--- src/rtl/cdb_round_robin_scheduler.sv ---
// cdb_round_robin_scheduler: two-class round-robin CDB arbiter with starvation relief and registered broadcast
module cdb_round_robin_scheduler #(
    parameter int REQUESTERS = 4,
    parameter int DATA_WIDTH = 4,
    parameter int CDB_TAG_WIDTH = 4,
    parameter logic [REQUESTERS-1:0] HIGH_PRIO_MASK = 4'b0001,
    parameter int STARVE_LIMIT = 3
) (
    input  logic                                clk,
    input  logic                                rst,
    input  logic [REQUESTERS-1:0]               req,
    input  logic [REQUESTERS*CDB_TAG_WIDTH-1:0] req_tag,
    input  logic [REQUESTERS*DATA_WIDTH-1:0]    req_data,
    output logic [REQUESTERS-1:0]               grant,
    output logic                                cdb_valid,
    output logic [CDB_TAG_WIDTH-1:0]            cdb_tag,
    output logic [DATA_WIDTH-1:0]               cdb_data,
    output logic [$clog2(REQUESTERS)-1:0]       cdb_source
);
    localparam int SW = $clog2(REQUESTERS);
    localparam int CW = $clog2(STARVE_LIMIT + 1);

    logic [SW-1:0] ptr_hi, ptr_lo, win, nxt;
    logic [CW-1:0] starve_cnt;
    logic [REQUESTERS-1:0] hi_req, lo_req;
    logic hi_pend, lo_pend, sel_lo, found;
    logic [SW:0] pk;

    // Scan offsets high to low so the nearest requester after the pointer wins last.
    function automatic logic [SW:0] pick(input logic [REQUESTERS-1:0] r, input logic [SW-1:0] p);
        pick = '0;
        for (int k = REQUESTERS - 1; k >= 0; k--) begin
            int idx;
            idx = (int'(p) + k) % REQUESTERS;
            if (r[idx]) pick = {1'b1, idx[SW-1:0]};
        end
    endfunction

    assign hi_req  = req & HIGH_PRIO_MASK;
    assign lo_req  = req & ~HIGH_PRIO_MASK;
    assign hi_pend = |hi_req;
    assign lo_pend = |lo_req;
    assign sel_lo  = lo_pend && (!hi_pend || starve_cnt == CW'(STARVE_LIMIT));
    assign pk      = pick(sel_lo ? lo_req : hi_req, sel_lo ? ptr_lo : ptr_hi);
    assign found   = pk[SW];
    assign win     = pk[SW-1:0];
    assign nxt     = (win == SW'(REQUESTERS - 1)) ? '0 : win + 1'b1;

    always_comb begin
        grant = '0;
        grant[win] = found & ~rst;
    end

    always_ff @(posedge clk) begin
        if (rst) begin
            cdb_valid  <= 1'b0;
            cdb_tag    <= '0;
            cdb_data   <= '0;
            cdb_source <= '0;
            ptr_hi     <= '0;
            ptr_lo     <= '0;
            starve_cnt <= '0;
        end else begin
            cdb_valid <= found;
            if (found) begin
                cdb_tag    <= req_tag[int'(win)*CDB_TAG_WIDTH +: CDB_TAG_WIDTH];
                cdb_data   <= req_data[int'(win)*DATA_WIDTH +: DATA_WIDTH];
                cdb_source <= win;
                if (sel_lo) ptr_lo <= nxt;
                else ptr_hi <= nxt;
            end
            starve_cnt <= (!lo_pend || sel_lo) ? '0 :
                          (starve_cnt == CW'(STARVE_LIMIT)) ? starve_cnt : starve_cnt + 1'b1;
        end
    end
endmodule

--- config.mk ---
export PLATFORM = sky130hd
export DESIGN_NAME = cdb_round_robin_scheduler
export DESIGN_NICKNAME = d
export VERILOG_FILES = /design/src/rtl/cdb_round_robin_scheduler.sv
export SDC_FILE = /design/constraint.sdc
export NUM_CORES = 1
export LEC_CHECK = 0
export ABC_CLOCK_PERIOD_IN_PS = 3000
export BUFFER_PORTS_ARGS = -buffer_cell sky130_fd_sc_hd__buf_2
export CAP_MARGIN = 20
export CORE_MARGIN = 5
export CORE_UTILIZATION = 45
export DETAILED_ROUTE_END_ITERATION = 16
export PLACE_DENSITY = 0.79
export SETUP_SLACK_MARGIN = 0.4
export SLEW_MARGIN = 20
export SYNTH_ARGS = -nofsm -noshare
export SYNTH_HDL_FRONTEND = slang
export SYNTH_SLANG_ARGS = --single-unit
--- constraint.sdc ---
create_clock -name clk -period 3 [get_ports clk]
set_input_delay 0.3 -clock clk [delete_from_list [all_inputs] [get_ports clk]]
set_output_delay 0.3 -clock clk [all_outputs]
set_load 0.05 [all_outputs]
== After elaboration in Yosys (flattened, before gate mapping) ==
Index checks and enable logic that the tools add are counted.

* Register bits after elaboration: 17
* Input port bits: 38
* Output and inout bits: 15
* Word-level logic and storage cells: 62

* Add/sub/neg operators: 5
* Magnitude comparators: 6
* Equal/unequal tests: 2
* Shifts and indexed selects: 2
* Multiplexer cells: 20
* Bitwise logic cells: 7
* Reduce and logical (&&, ||, !) cells: 13

{| class="wikitable"
|+ Operator list
! operator !! number
|-
| 16-bit by 5-bit indexed part select with 4-bit output || 2
|-
| 3-bit by 4-bit less-than comparator with 1-bit output, second input constant || 3
|-
| 3-bit 2-to-1 mux || 4
|-
| 1-bit binary-select mux with 2-bit select || 4
|-
| 1-bit 2-to-1 mux || 8
|-
| 2-bit OR reduction || 4
|-
| 2-bit by 1-bit adder with 2-bit output, second input constant || 3
|-
| 2-bit by 3-bit less-than comparator with 1-bit output, second input constant || 2
|-
| 2-bit adder, second input constant || 2
|-
| 4-bit bitwise AND || 1
|-
| 2-bit == test, second input constant || 2
|-
| 2-bit 2-to-1 mux || 2
|-
| 4-bit 2-to-1 mux || 1
|-
| 2-bit AND reduction || 2
|-
| 1-bit bitwise AND, first input constant || 3
|-
| 3-bit OR reduction || 1
|-
| 1-bit demux with 2-bit select || 1
|-
| 2-bit by 1-bit greater-or-equal comparator with 1-bit output, second input constant || 1
|-
| 1-bit logical AND || 2
|-
| 1-bit zero test || 2
|-
| 1-bit logical OR || 2
|-
| 1-bit inverter || 2
|-
| 1-bit bitwise AND || 1
|}

== Longest topological paths before layout ==
Gate-level depths: netlist of run 1.

* Depth in word-level cells: 19
* Mapped depth: 11
* Mapped depth without buffers: 9

== Worst setup path after synthesis of run 1 ==
No wires, ideal clock.

* Path type: register to output
* From: reg starve_cnt[0]
* To: out grant[1]
* Arrival: 2.400 ns
* Required time: 2.700 ns
* Path slack: 0.300 ns
* Stages on the path, launching flop included: 10
* Buffers on the path: 2
* Cells stage by stage: dfxtp_1 ha_1 nand2b_1 clkbuf_1 nand3_4 a221oi_2 a211oi_2 buf_6 nand2b_1 a21oi_1

* Longest elaborated chain between the ends: 17
* Elaborated cells on any way between the ends: 30
* Classes of those cells: add/sub (3); order compare (2); eq/ne (1); mux (19); bitwise (2); reduce/logical (3)

{| class="wikitable"
|+ RTL lines
! what !! line !! source
|-
| from (decl) || 24 || <nowiki>logic [CW-1:0] starve_cnt;</nowiki>
|-
| from (signal assigned) || 72 || <nowiki>starve_cnt <= (!lo_pend || sel_lo) ? '0 :</nowiki>
|-
| 2-bit == test (*) || 43 || <nowiki>assign sel_lo = lo_pend && (!hi_pend || starve_cnt == CW'(STARVE_LIMIT));</nowiki>
|-
| 1-bit logical OR (*) || 43 ||
|-
| 1-bit logical AND (*) || 43 ||
|-
| 2-bit 2-to-1 mux || 44 || <nowiki>assign pk = pick(sel_lo ? lo_req : hi_req, sel_lo ? ptr_lo : ptr_hi);</nowiki>
|-
| 2-bit adder || 34 || <nowiki>idx = (int'(p) + k) % REQUESTERS;</nowiki>
|-
| 1-bit binary-select mux with 2-bit select || 35 || <nowiki>if (r[idx]) pick = {1'b1, idx[SW-1:0]};</nowiki>
|-
| 1-bit 2-to-1 mux (implied by the code) (2 in series) || 35 ||
|-
| 3-bit 2-to-1 mux (3 in series) || 35 ||
|-
| 3-bit 2-to-1 mux (*) || 35 ||
|-
| 2-bit by 3-bit less-than comparator with 1-bit output (implied by the code) or 2-bit by 1-bit greater-or-equal comparator with 1-bit output (tied branches) || 51 || <nowiki>grant[win] = found & ~rst;</nowiki>
|-
| 1-bit logical AND (implied by the code) || 51 ||
|-
| 1-bit 2-to-1 mux (implied by the code) || 51 ||
|-
| 1-bit demux with 2-bit select || 51 ||
|-
| 4-bit bitwise AND (no source line) (*) || n/a ||
|-
| to (decl) || 14 || <nowiki>output logic [REQUESTERS-1:0] grant,</nowiki>
|}

Every way passes the cells marked *; elsewhere a longest branch is shown, timed or not. The select of a mux whose other input is x is not followed.

== Worst setup path after layout of run 1 ==
* From: reg starve_cnt[0]
* To: reg cdb_tag[0]

* Longest elaborated chain between the ends: 13
* Elaborated cells on any way between the ends: 24
* Classes of those cells: add/sub (3); eq/ne (1); shift (1); mux (17); reduce/logical (2)

{| class="wikitable"
|+ RTL lines
! what !! line !! source
|-
| 2-bit == test (*) || 43 ||
|-
| 1-bit logical OR (*) || 43 ||
|-
| 1-bit logical AND (*) || 43 ||
|-
| 2-bit 2-to-1 mux || 44 ||
|-
| 2-bit adder || 34 ||
|-
| 1-bit binary-select mux with 2-bit select || 35 ||
|-
| 1-bit 2-to-1 mux (implied by the code) (2 in series) || 35 ||
|-
| 3-bit 2-to-1 mux (3 in series) || 35 ||
|-
| 3-bit 2-to-1 mux (*) || 35 ||
|-
| 16-bit by 5-bit indexed part select with 4-bit output || 66 || <nowiki>cdb_tag <= req_tag[int'(win)*CDB_TAG_WIDTH +: CDB_TAG_WIDTH];</nowiki>
|-
| to (signal assigned) || 66 ||
|-
| to (decl) || 16 || <nowiki>output logic [CDB_TAG_WIDTH-1:0] cdb_tag,</nowiki>
|}

Marked as above.
A chain may end at the register's enable or synchronous reset.

==> metrics.cfg, run 1 <==
[detailed_routing]
wire_per_inst_um=17.09
vias=1057
drtAntennaViolNets=0
routed_wl_mm=3.265
drt-initial-drc-count=41
vias_per_cell=5.534
remaining_drc_errors=0
dr.pass1.iters=4

[layout]
fin_area_mm2=0.001618
drive_gt1_frac=0.6442
nets=204
antenna_cells=0
area_delta_synth_final_pct=53.56

[die]
die_h_um=58.39
die_w_um=58.39
initial_core_util=0.4717
row_count=17
io_pins=53
core_mm2=0.002233
dieArea_mm2=0.003409

[critical_path]
r2r_cells=12
critPathTopFamily=compound AO/OA/AOI/OAI gates
path_max_fanout=6
cp.arrival_ps=2810
cp_num_cells=12
cp_num_buf_inv=4
slowest_stage=a311oi_4
crit_path_end_kind=flip-flop
path_cells=ha_4, and2b_4, o21ai_4, a311oi_4, or3_4, nand2_4, buf_6, buf_6, buf_6, buf_6, mux4_2, a22o_1
critPathLaunchType=flip-flop
cp_slowest_stage_delay_ps=370
cpMostUsedCell=buf_6
crit_type=flip-flop to flip-flop
required_ps=3190

[global_route]
track_usage=0.1753
grt_overflow=0
grt_antenna_before_repair=0
grt_max_degree=13
grt_pass1_wl_mm=4.643
grt_pass1_vias=997

[sta]
setup_tns_ps=0
timing.slew.headroom=0.3478
maxSlewViolCount=0
fmax_ghz=0.3815
finalWorstSetupSlack_ps=378.7
setup_viol=0
worst_pin_slew_ps=970.8
rsz0062_at_grt=true
finClkSkew_ps=3.638
finalCritPeriodShare=0.8738
finalHoldViolations=0
finalCriticalPeriod_ps=2621

[yosys]
syn_inst=95
ys_ff_latch=17
avgSynthCellArea_um2=11.09
synth_top_family_by_area=compound AO/OA/AOI/OAI gates
synth_area_mm2=0.001054
synth-simple-area-share=0.1734
ys.warnings.count=0
yosysSeqAreaShare=0.3230
synth_mux_area_frac=0.2067
synthArstFlopShare=0
yosys-top-cells-area=dfxtp_1 32%, mux4_2 13%, a22o_1 6.7%, mux4_1 5.0%, nor2_1 3.9%
dominantRegCellSynth=dfxtp_1
synth_top_area_cell=dfxtp_1
yosysUniqueCellTypes=36
syn_nets=135
synth_xor_area_frac=0
synth-compound-area-share=0.2292
synth_edf_count=0
synth.top_cell.area_share=0.3230
yosysMostFrequentCell=dfxtp_1
synthAdderAreaFrac=0.02375
ys_top_cells_by_count=17 x dfxtp_1, 11 x nor2_1, 8 x a22o_1

[flow_run]
maxCapViolCount=0

[place]
placedInstanceArea_mm2=0.001329
port_buffers=52
dp_hpwl_mm=2.189
routabilityCongestion=0.7750
pre_cts_ws_ps=436.5

[clock_tree]
clock-root-buffer=clkbuf_4
clk_pin_slew_ps=100
numCtsBuffers=3
cts_sinks=17
cts_tree=built
clk_latency_ps=290
cts_buffer_depth=2
htreeDepth=1
ctsHoldBuffers=0

[power_and_ir_drop]
p_leak_nw=0.7073
power_w=0.0006922
peakVddDrop_v=0.0002660
power_density_mw_per_mm2=427.8

[min_path]
holdCritPathClass=input port to flip-flop
hold_depth=2

[outcome]
status=finished, final reports clean

## path summary, 6_finish.rpt
kind	from	end	slack, ps
setup reg to reg	starve_cnt[0]$_SDFFE_PP0N_	cdb_tag[0]$_SDFFE_PP0P_	380
setup / recovery	starve_cnt[0]$_SDFFE_PP0N_	cdb_tag[0]$_SDFFE_PP0P_	380
hold / removal	rst	ptr_lo[1]$_SDFFE_PP0P_	310
hold reg to reg	starve_cnt[0]$_SDFFE_PP0N_	starve_cnt[0]$_SDFFE_PP0N_	440
## registers in the layout, indices dropped and copies added (netlist names)
signal / count
ptr_lo: 2
cdb_tag: 4
cdb_data: 4
cdb_source: 2
ptr_hi: 2
cdb_valid: 1
starve_cnt: 2
## metal layers
layer  track usage  wire [um]  vias to the layer above
met5             0          0                        -
met4       0.05629         32                        0
met3       0.05702        275                        4
met2        0.2855       1638                       46
met1        0.2185       1318                      498
li1              -          -                      509
## layout make-up
type | instances | area, um^2
clock buffers | 4 | 26.28
inverters | 2 | 7.507
well taps | 28 | 35.03
fillers | 145 | 615.6
repair buffers | 70 | 454.2
flip-flops and latches | 17 | 344.1
multi-input cells | 70 | 750.7
## worst register-to-register path, stage by stage, from the launching register on
cell and delay, ps:
dfxtp_2 340, ha_4 160, and2b_4 300, o21ai_4 90, a311oi_4 370, or3_4 210, nand2_4 80, buf_6 140
buf_6 100, buf_6 100, buf_6 110, mux4_2 290, a22o_1 250
## power breakdown
part | total (W) | internal, W | switching, W | leakage, nW
clock network | 0.000122 | 0.0000517 | 0.0000700 | 0.0150
logic | 0.000306 | 0.000140 | 0.000166 | 0.550
registers | 0.000264 | 0.000248 | 0.0000164 | 0.142
total | 0.000692 | 0.000440 | 0.000252 | 0.707
## kinds of logic after synthesis
group	count (synthesis)
buf+inv	8
fa+ha+maj	2
compound gates	27
simple gates	30
mux	11
flops	17
## repair_timing
item / in CTS / in global routing
gates resized for setup: 21 / 19
pin swaps: 6 / 8
setup buffers: 7 / 9
setup endpoints to repair: 4 / 6
## placed cells by master, fill, tap and decap left out, types with 3 or more instances in the layout
master,netlist,layout
o21ai_0,5,3
mux4_2,6,7
a21oi_1,5,4
buf_4,0,12
a22o_1,8,8
buf_2,1,48
dfxtp_2,0,3
buf_8,0,3
nor2_1,11,9
clkbuf_4,0,3
dfxtp_1,17,14
buf_6,2,7
## through the flow
stage / hold slack [ps] / std cells / util
after floorplan: 408.0 / 95 / -
after global placement: 414.7 / 171 / 0.5950
after detailed placement: 426.4 / 171 / 0.5950
after CTS: 289.0 / 182 / 0.6639
after global routing: 329.1 / 191 / 0.7244
final: 307.0 / 191 / 0.7244
No activity file was read; power rests on OpenSTA's default activity.
==> inputs of run 2 (changes only) <==
--- a/config.mk
+++ b/config.mk
@@ -5,11 +5,12 @@
 export SDC_FILE = /design/constraint.sdc
 export NUM_CORES = 1
 export LEC_CHECK = 0
+export ABC_AREA = 1
 export ABC_CLOCK_PERIOD_IN_PS = 3000
 export BUFFER_PORTS_ARGS = -buffer_cell sky130_fd_sc_hd__buf_2
 export CAP_MARGIN = 20
 export CORE_MARGIN = 5
-export CORE_UTILIZATION = 45
+export CORE_UTILIZATION = 47
 export DETAILED_ROUTE_END_ITERATION = 16
 export PLACE_DENSITY = 0.79
 export SETUP_SLACK_MARGIN = 0.4
==> run 2 against run 1 <==
  * Clock skew is 2.4 ps higher
  * Core utilization rose by 8.5 points
  * Clock power increased by 11%
  * Count of clock-buffer cells in the layout decreased by 1
  * Cell area grew 25%
  * Flip-flop and latch count unchanged
  * Cell count rose by 55%
  * Critical path type is now flip-flop to primary output
  * Largest cell class unchanged
==> metrics.cfg, run 2 <==
[layout]
final_common_cell=buf_2
nets=307
n_fill_cell=156
drive_gt1_frac=0.5150
fin_area_mm2=0.002024
area_delta_synth_final_pct=63.43
antenna_cells=0
reg_top3=cdb_data x4, cdb_tag x4
fin_cells=296
mostFrequentLayoutCells=48 x buf_2, 42 x nand3_1, 42 x nand2_1

[critical_path]
cpMostUsedCell=nand2_8
crit_path_end_kind=primary output
path_max_fanout=8
reg2reg_slack_ps=640
required_ps=2700
critPathLaunchType=flip-flop
crit_type=flip-flop to primary output
cp.arrival_ps=2370
path_cells=ha_4, inv_6, nand2_8, nand2_8, nand2_8, nand2_8, nand2_4, nand3_4, nand3_4, nand2_2, nand2_2, nand2_2, nand2_4, ha_4, inv_1, nor2_2, buf_6
cp_slowest_stage_delay_ps=380
slowest_stage=dfxtp_2

[yosys]
ys.warnings.count=0
avgSynthCellArea_um2=6.352
synth_top_family_by_area=simple AND/OR/NAND/NOR gates
synth_area_mm2=0.001239
yosysUniqueCellTypes=27
synth_mux_area_frac=0
synthAdderAreaFrac=0.02020
synth_xor_area_frac=0.007071
synth.top_cell.area_share=0.2747
ys_ff_latch=17
yosys-top-cells-area=dfxtp_1 27%, nand3_1 20%, nand2_1 20%, inv_1 4.5%, nand2_4 4.5%
ys_top_cells_by_count=65 x nand2_1, 50 x nand3_1, 17 x dfxtp_1
synthArstFlopShare=0
yosysSeqAreaShare=0.2747
dominantRegCellSynth=dfxtp_1
synth-simple-area-share=0.5707
syn_inst=195
yosysMostFrequentCell=nand2_1
syn_nets=235
synth_top_area_cell=dfxtp_1
synth-compound-area-share=0.04747
synth_edf_count=0

[power_and_ir_drop]
power_density_mw_per_mm2=553.5
peakVddDrop_v=0.0005373
p_leak_nw=1.051

[min_path]
holdCritPathClass=input port to flip-flop

[global_route]
track_usage=0.2491
grt_max_degree=18
grt_overflow=0
grt_antenna_before_repair=0
grt_pass1_vias=1507
grt_pass1_wl_mm=6.824

[clock_tree]
clk_latency_ps=310
cts_tree=built
htreeDepth=1
numCtsBuffers=3
clock-root-buffer=clkbuf_4
ctsHoldBuffers=0
clk_pin_slew_ps=110
cts_sinks=17
cts_buffer_depth=2

[place]
place_inst=274
routabilityCongestion=0.8516
port_buffers=52
dp_hpwl_mm=2.824
pre_cts_ws_ps=270.8
placedInstanceArea_mm2=0.001521

[sta]
setup_tns_ps=0
fmax_ghz=0.3745
finalCritPeriodShare=0.8901
finalHoldViolations=0
finalCriticalPeriod_ps=2670
finalWorstSetupSlack_ps=329.8
setup_viol=0
maxSlewViolCount=0
worst_pin_slew_ps=464.9
timing.slew.headroom=0.6901
rsz0062_at_grt=true
finClkSkew_ps=6.076

[detailed_routing]
routed-wl-met2_mm=2.517
top_layer_used=met4
wl_met1_mm=1.958
routed_wl_mm=5.095
drt-initial-drc-count=90
drtAntennaViolNets=0
vias_per_cell=5.679
wire_per_inst_um=17.21
wl_met3_um=405
dr.pass1.iters=4
remaining_drc_errors=0
vias=1681

[die]
die_h_um=61.34
core_mm2=0.002500
row_count=18
dieArea_mm2=0.003762
io_pins=53
initial_core_util=0.4955
die_w_um=61.34

[outcome]
status=finished, final reports clean

[flow_run]
maxCapViolCount=0

==> run 2: cell types whose count changed after synthesis, sizes merged, moves of 3 or more <==
| cell | previous run | this run |
|---|---|---|
| mux2i | 3 | 0 |
| nor2 | 11 | 7 |
| inv | 2 | 17 |
| a22o | 8 | 0 |
| mux4 | 8 | 0 |
| nand2b | 3 | 0 |
| nand3 | 3 | 53 |
| nand2 | 3 | 77 |
| clkbuf | 3 | 0 |
==> run 2: cell type report <==
cell class	count	area [um^2]	share of cell area
clock buffer	3	22.52	0.01112
multi-input combinational	158	1127	0.5569
sequential	17	342.8	0.1693
tap	30	37.54	0.01854
clock inverter	1	5.005	0.002472
inverter	17	68.82	0.03399
timing repair buffer	70	420.4	0.2077
==> run 2: through the flow <==
step                      hold WS [ps]  power (W)    util
after floorplan                  369.1  0.0006832       -
after global placement           431.9  0.0007871  0.6086
after detailed placement         439.6  0.0007950  0.6086
after CTS                        214.0   0.001014  0.7227
after global routing             254.4   0.001176  0.8098
final                            259.6   0.001121  0.8098
==> run 2: where the power goes <==
group,internal [W],total [W],switching (W)
Combinational,0.000229,0.000692,0.000463
Sequential,0.000270,0.000294,0.0000241
Clock,0.0000499,0.000135,0.0000848
Total,0.000549,0.00112,0.000572
==> run 2: final timing paths <==
| path | startpoint | end | cells after the start |
|---|---|---|---|
| worst min register to register | cdb_data[3]$_SDFFE_PP0P_ | cdb_data[3]$_SDFFE_PP0P_ | 2 |
| worst min-delay path | rst | ptr_hi[0]$_SDFFE_PP0P_ | 2 |
| worst max register to register | starve_cnt[0]$_SDFFE_PP0N_ | cdb_tag[2]$_SDFFE_PP0P_ | 16 |
| worst max-delay path | starve_cnt[0]$_SDFFE_PP0N_ | grant[3] | 17 |
==> run 2: routing by layer <==
layer	up-vias	GRT usage
li1	790	-
met1	768	0.3077
met2	99	0.4154
met3	24	0.03564
met4	0	0.1364
met5	-	0
==> run 2: critical path: cells and delay by family (launching register included) <==
family / cells / cell delay, ps
adder cells (fa/ha/maj): 2 / 290
buffers and inverters: 3 / 250
AND/OR/NAND/NOR: 12 / 1130
flip-flops: 1 / 380
==> run 2: logic make-up (layout without fill, tap and decap cells) <==
logic type	count (synthesis)	in the layout
AOI/OAI and AO/OA	10	10
and+or+nand+nor	144	145
xor gates and xnor gates	1	1
DFF	17	17
buffers and inverters	21	91
adders and majority gates	2	2
==> run 2: timing repair <==
item                                    CTS  global route
gates cloned                              1             0
endpoints found under the hold margin     0             0
endpoints found under the setup margin    5            14
buffers inserted                         12             5
pin swaps                                18            11
gates resized for setup                  37            43
==> inputs of run 3 (changes only) <==
--- a/config.mk
+++ b/config.mk
@@ -9,9 +9,11 @@
 export ABC_CLOCK_PERIOD_IN_PS = 3000
 export BUFFER_PORTS_ARGS = -buffer_cell sky130_fd_sc_hd__buf_2
 export CAP_MARGIN = 20
+export CORE_ASPECT_RATIO = 0.6
 export CORE_MARGIN = 5
 export CORE_UTILIZATION = 47
 export DETAILED_ROUTE_END_ITERATION = 16
+export MAX_ROUTING_LAYER = met4
 export PLACE_DENSITY = 0.79
 export SETUP_SLACK_MARGIN = 0.4
 export SLEW_MARGIN = 20
==> run 3 against run 2 <==
  * Via count increased by 3.2%
  * Global-route usage decreased by 5.6 points
  * First-iteration DRC count increased by 52%
  * Critical path depth unchanged
  * Critical endpoint unchanged
  * Clock skew about the same
  * Sequential power about the same
  * Cell count increased by 1.0%
  * Wire length decreased by 0.79%
  * Non-clock buffer count increased by 2
  * Largest power group unchanged
  * Register-to-register slack got worse by 110 ps
  * Total power increased by 4.8%
  * Maximum frequency increased by 0.58%
  * Critical path type unchanged
==> metrics.cfg, run 3 (same netlist as run 2, synthesis figures left out) <==
[sta]
timing.slew.headroom=0.6664
rsz0062_at_grt=true
finalCritPeriodShare=0.8850
setup_viol=0
finClkSkew_ps=6.469
worst_pin_slew_ps=500.5
finalWorstSetupSlack_ps=345.1
fmax_ghz=0.3767
maxSlewViolCount=0
finalHoldViolations=0
finalCriticalPeriod_ps=2655
setup_tns_ps=0

[place]
dp_hpwl_mm=2.702
routabilityCongestion=0.8840
place_inst=278
port_buffers=52
pre_cts_ws_ps=357.0

[clock_tree]
clock-root-buffer=clkbuf_8
cts_sinks=17
clk_latency_ps=260
cts_buffer_depth=2
clk_pin_slew_ps=80
numCtsBuffers=3
cts_tree=built
htreeDepth=1

[die]
dieArea_mm2=0.003796
io_pins=53
die_h_um=49.77
core_mm2=0.002505
row_count=14
initial_core_util=0.4945
die_w_um=76.28

[layout]
fin_cells=299
final_common_cell=buf_2
nets=308
mostFrequentLayoutCells=48 x buf_2, 44 x nand3_1, 40 x nand2_1
antenna_cells=0
drive_gt1_frac=0.5243
reg_top3=cdb_data x4, cdb_tag x4
n_fill_cell=143
area_delta_synth_final_pct=64.04

[global_route]
grt_pass1_vias=1298
track_usage=0.1930
grt_pass1_wl_mm=5.940
grt_antenna_before_repair=0
grt_overflow=0
grt_max_degree=18

[detailed_routing]
vias_per_cell=5.803
drt-initial-drc-count=137
wire_per_inst_um=16.91
routed_wl_mm=5.055
vias=1735
drtAntennaViolNets=0
remaining_drc_errors=0
dr.pass1.iters=5

[critical_path]
crit_path_end_kind=primary output
slowest_stage=dfxtp_2
cp_slowest_stage_delay_ps=350
critPathTopFamily=simple AND/OR/NAND/NOR gates
critPathLaunchType=flip-flop
path_max_fanout=8
cp.arrival_ps=2350
crit_type=flip-flop to primary output
path_cells=ha_4, inv_4, nand2_8, nand2_8, nand2_4, nand2_4, nand2_2, nand2_2, nand2_2, nand3_4, buf_6, nand3_4, nand2_8, ha_4, inv_2, nor2_4, buf_6
required_ps=2700
cp_num_buf_inv=4

[power_and_ir_drop]
p_leak_nw=1.048
power_density_mw_per_mm2=578.2
power_w=0.001175
peakVddDrop_v=0.0004532

[flow_run]
maxCapViolCount=0

[min_path]
holdCritPathClass=input port to flip-flop

[outcome]
status=finished, final reports clean

## run 3: cell count changes in the layout (fill, tap and decap cells not counted), moves of 2 or more
cell / before / now
nand2_1: 42 / 40
nand2_4: 16 / 14
nand2_2: 14 / 17
nand3_1: 42 / 44
clkbuf_4: 3 / 1
inv_1: 13 / 11
clkbuf_8: 0 / 3
inv_2: 3 / 5
## run 3: per-stage QoR
step	hold WS [ps]	util	area [um^2]
after floorplan	369.1	-	1251
after global placement	435.7	0.6144	1539
after detailed placement	435.8	0.6144	1539
after CTS	257.2	0.6773	1697
after global routing	257.4	0.8112	2032
final	259.0	0.8112	2032
## run 3: report_power, final
| part | internal, W | switching, W | total, W | leakage (nW) |
|---|---|---|---|---|
| sequential | 0.000270 | 0.0000254 | 0.000295 | 0.141 |
| clock | 0.0000938 | 0.0000901 | 0.000184 | 0.0217 |
| combinational | 0.000228 | 0.000467 | 0.000695 | 0.885 |
| total | 0.000592 | 0.000583 | 0.00117 | 1.05 |
## run 3: final timing paths
check,from,endpoint,slack (ps),depth (start not counted)
hold reg to reg,cdb_data[3]$_SDFFE_PP0P_,cdb_data[3]$_SDFFE_PP0P_,460,2
setup / recovery,starve_cnt[0]$_SDFFE_PP0N_,grant[3],350,17
hold / removal,rst,ptr_lo[0]$_SDFFE_PP0P_,260,2
setup reg to reg,starve_cnt[0]$_SDFFE_PP0N_,cdb_data[2]$_SDFFE_PP0P_,530,18
## run 3: worst register-to-register path, stage by stage (launching register included)
cell and delay, ps:
dfxtp_2 350, ha_4 170, inv_4 90, nand2_8 90
nand2_8 130, nand2_4 80, nand3_1 140, nand3_2 140
nand2_4 100, nand3_4 100, buf_6 130, nand3_4 90
nand2_8 80, buf_4 130, buf_4 180, nand2_1 100
nand3_1 110, nand3_1 110, nand2_1 50
## run 3: per-layer routing
layer	wire length (um)	part of all wire	track usage
met5	0	0	-
met4	134	0.027	0.008721
met3	511	0.10	0.04909
met2	2255	0.45	0.2685
met1	2153	0.43	0.2912
## run 3: cell type report
class	instances	area, um^2	area share
multi-input cells	157	1099	0.5406
repair buffers	72	435.4	0.2143
flip-flops and latches	17	342.8	0.1687
inverters	17	66.31	0.03264
clock buffers	3	41.29	0.02032
well taps	32	40.04	0.01970
clock inverters	1	7.507	0.003695
## run 3: timing repair
action | in CTS | in global routing
setup endpoints to repair | 4 | 4
setup buffers | 4 | 13
pin swaps | 6 | 25
hold buffers | 0 | 0
gates resized for setup | 20 | 58
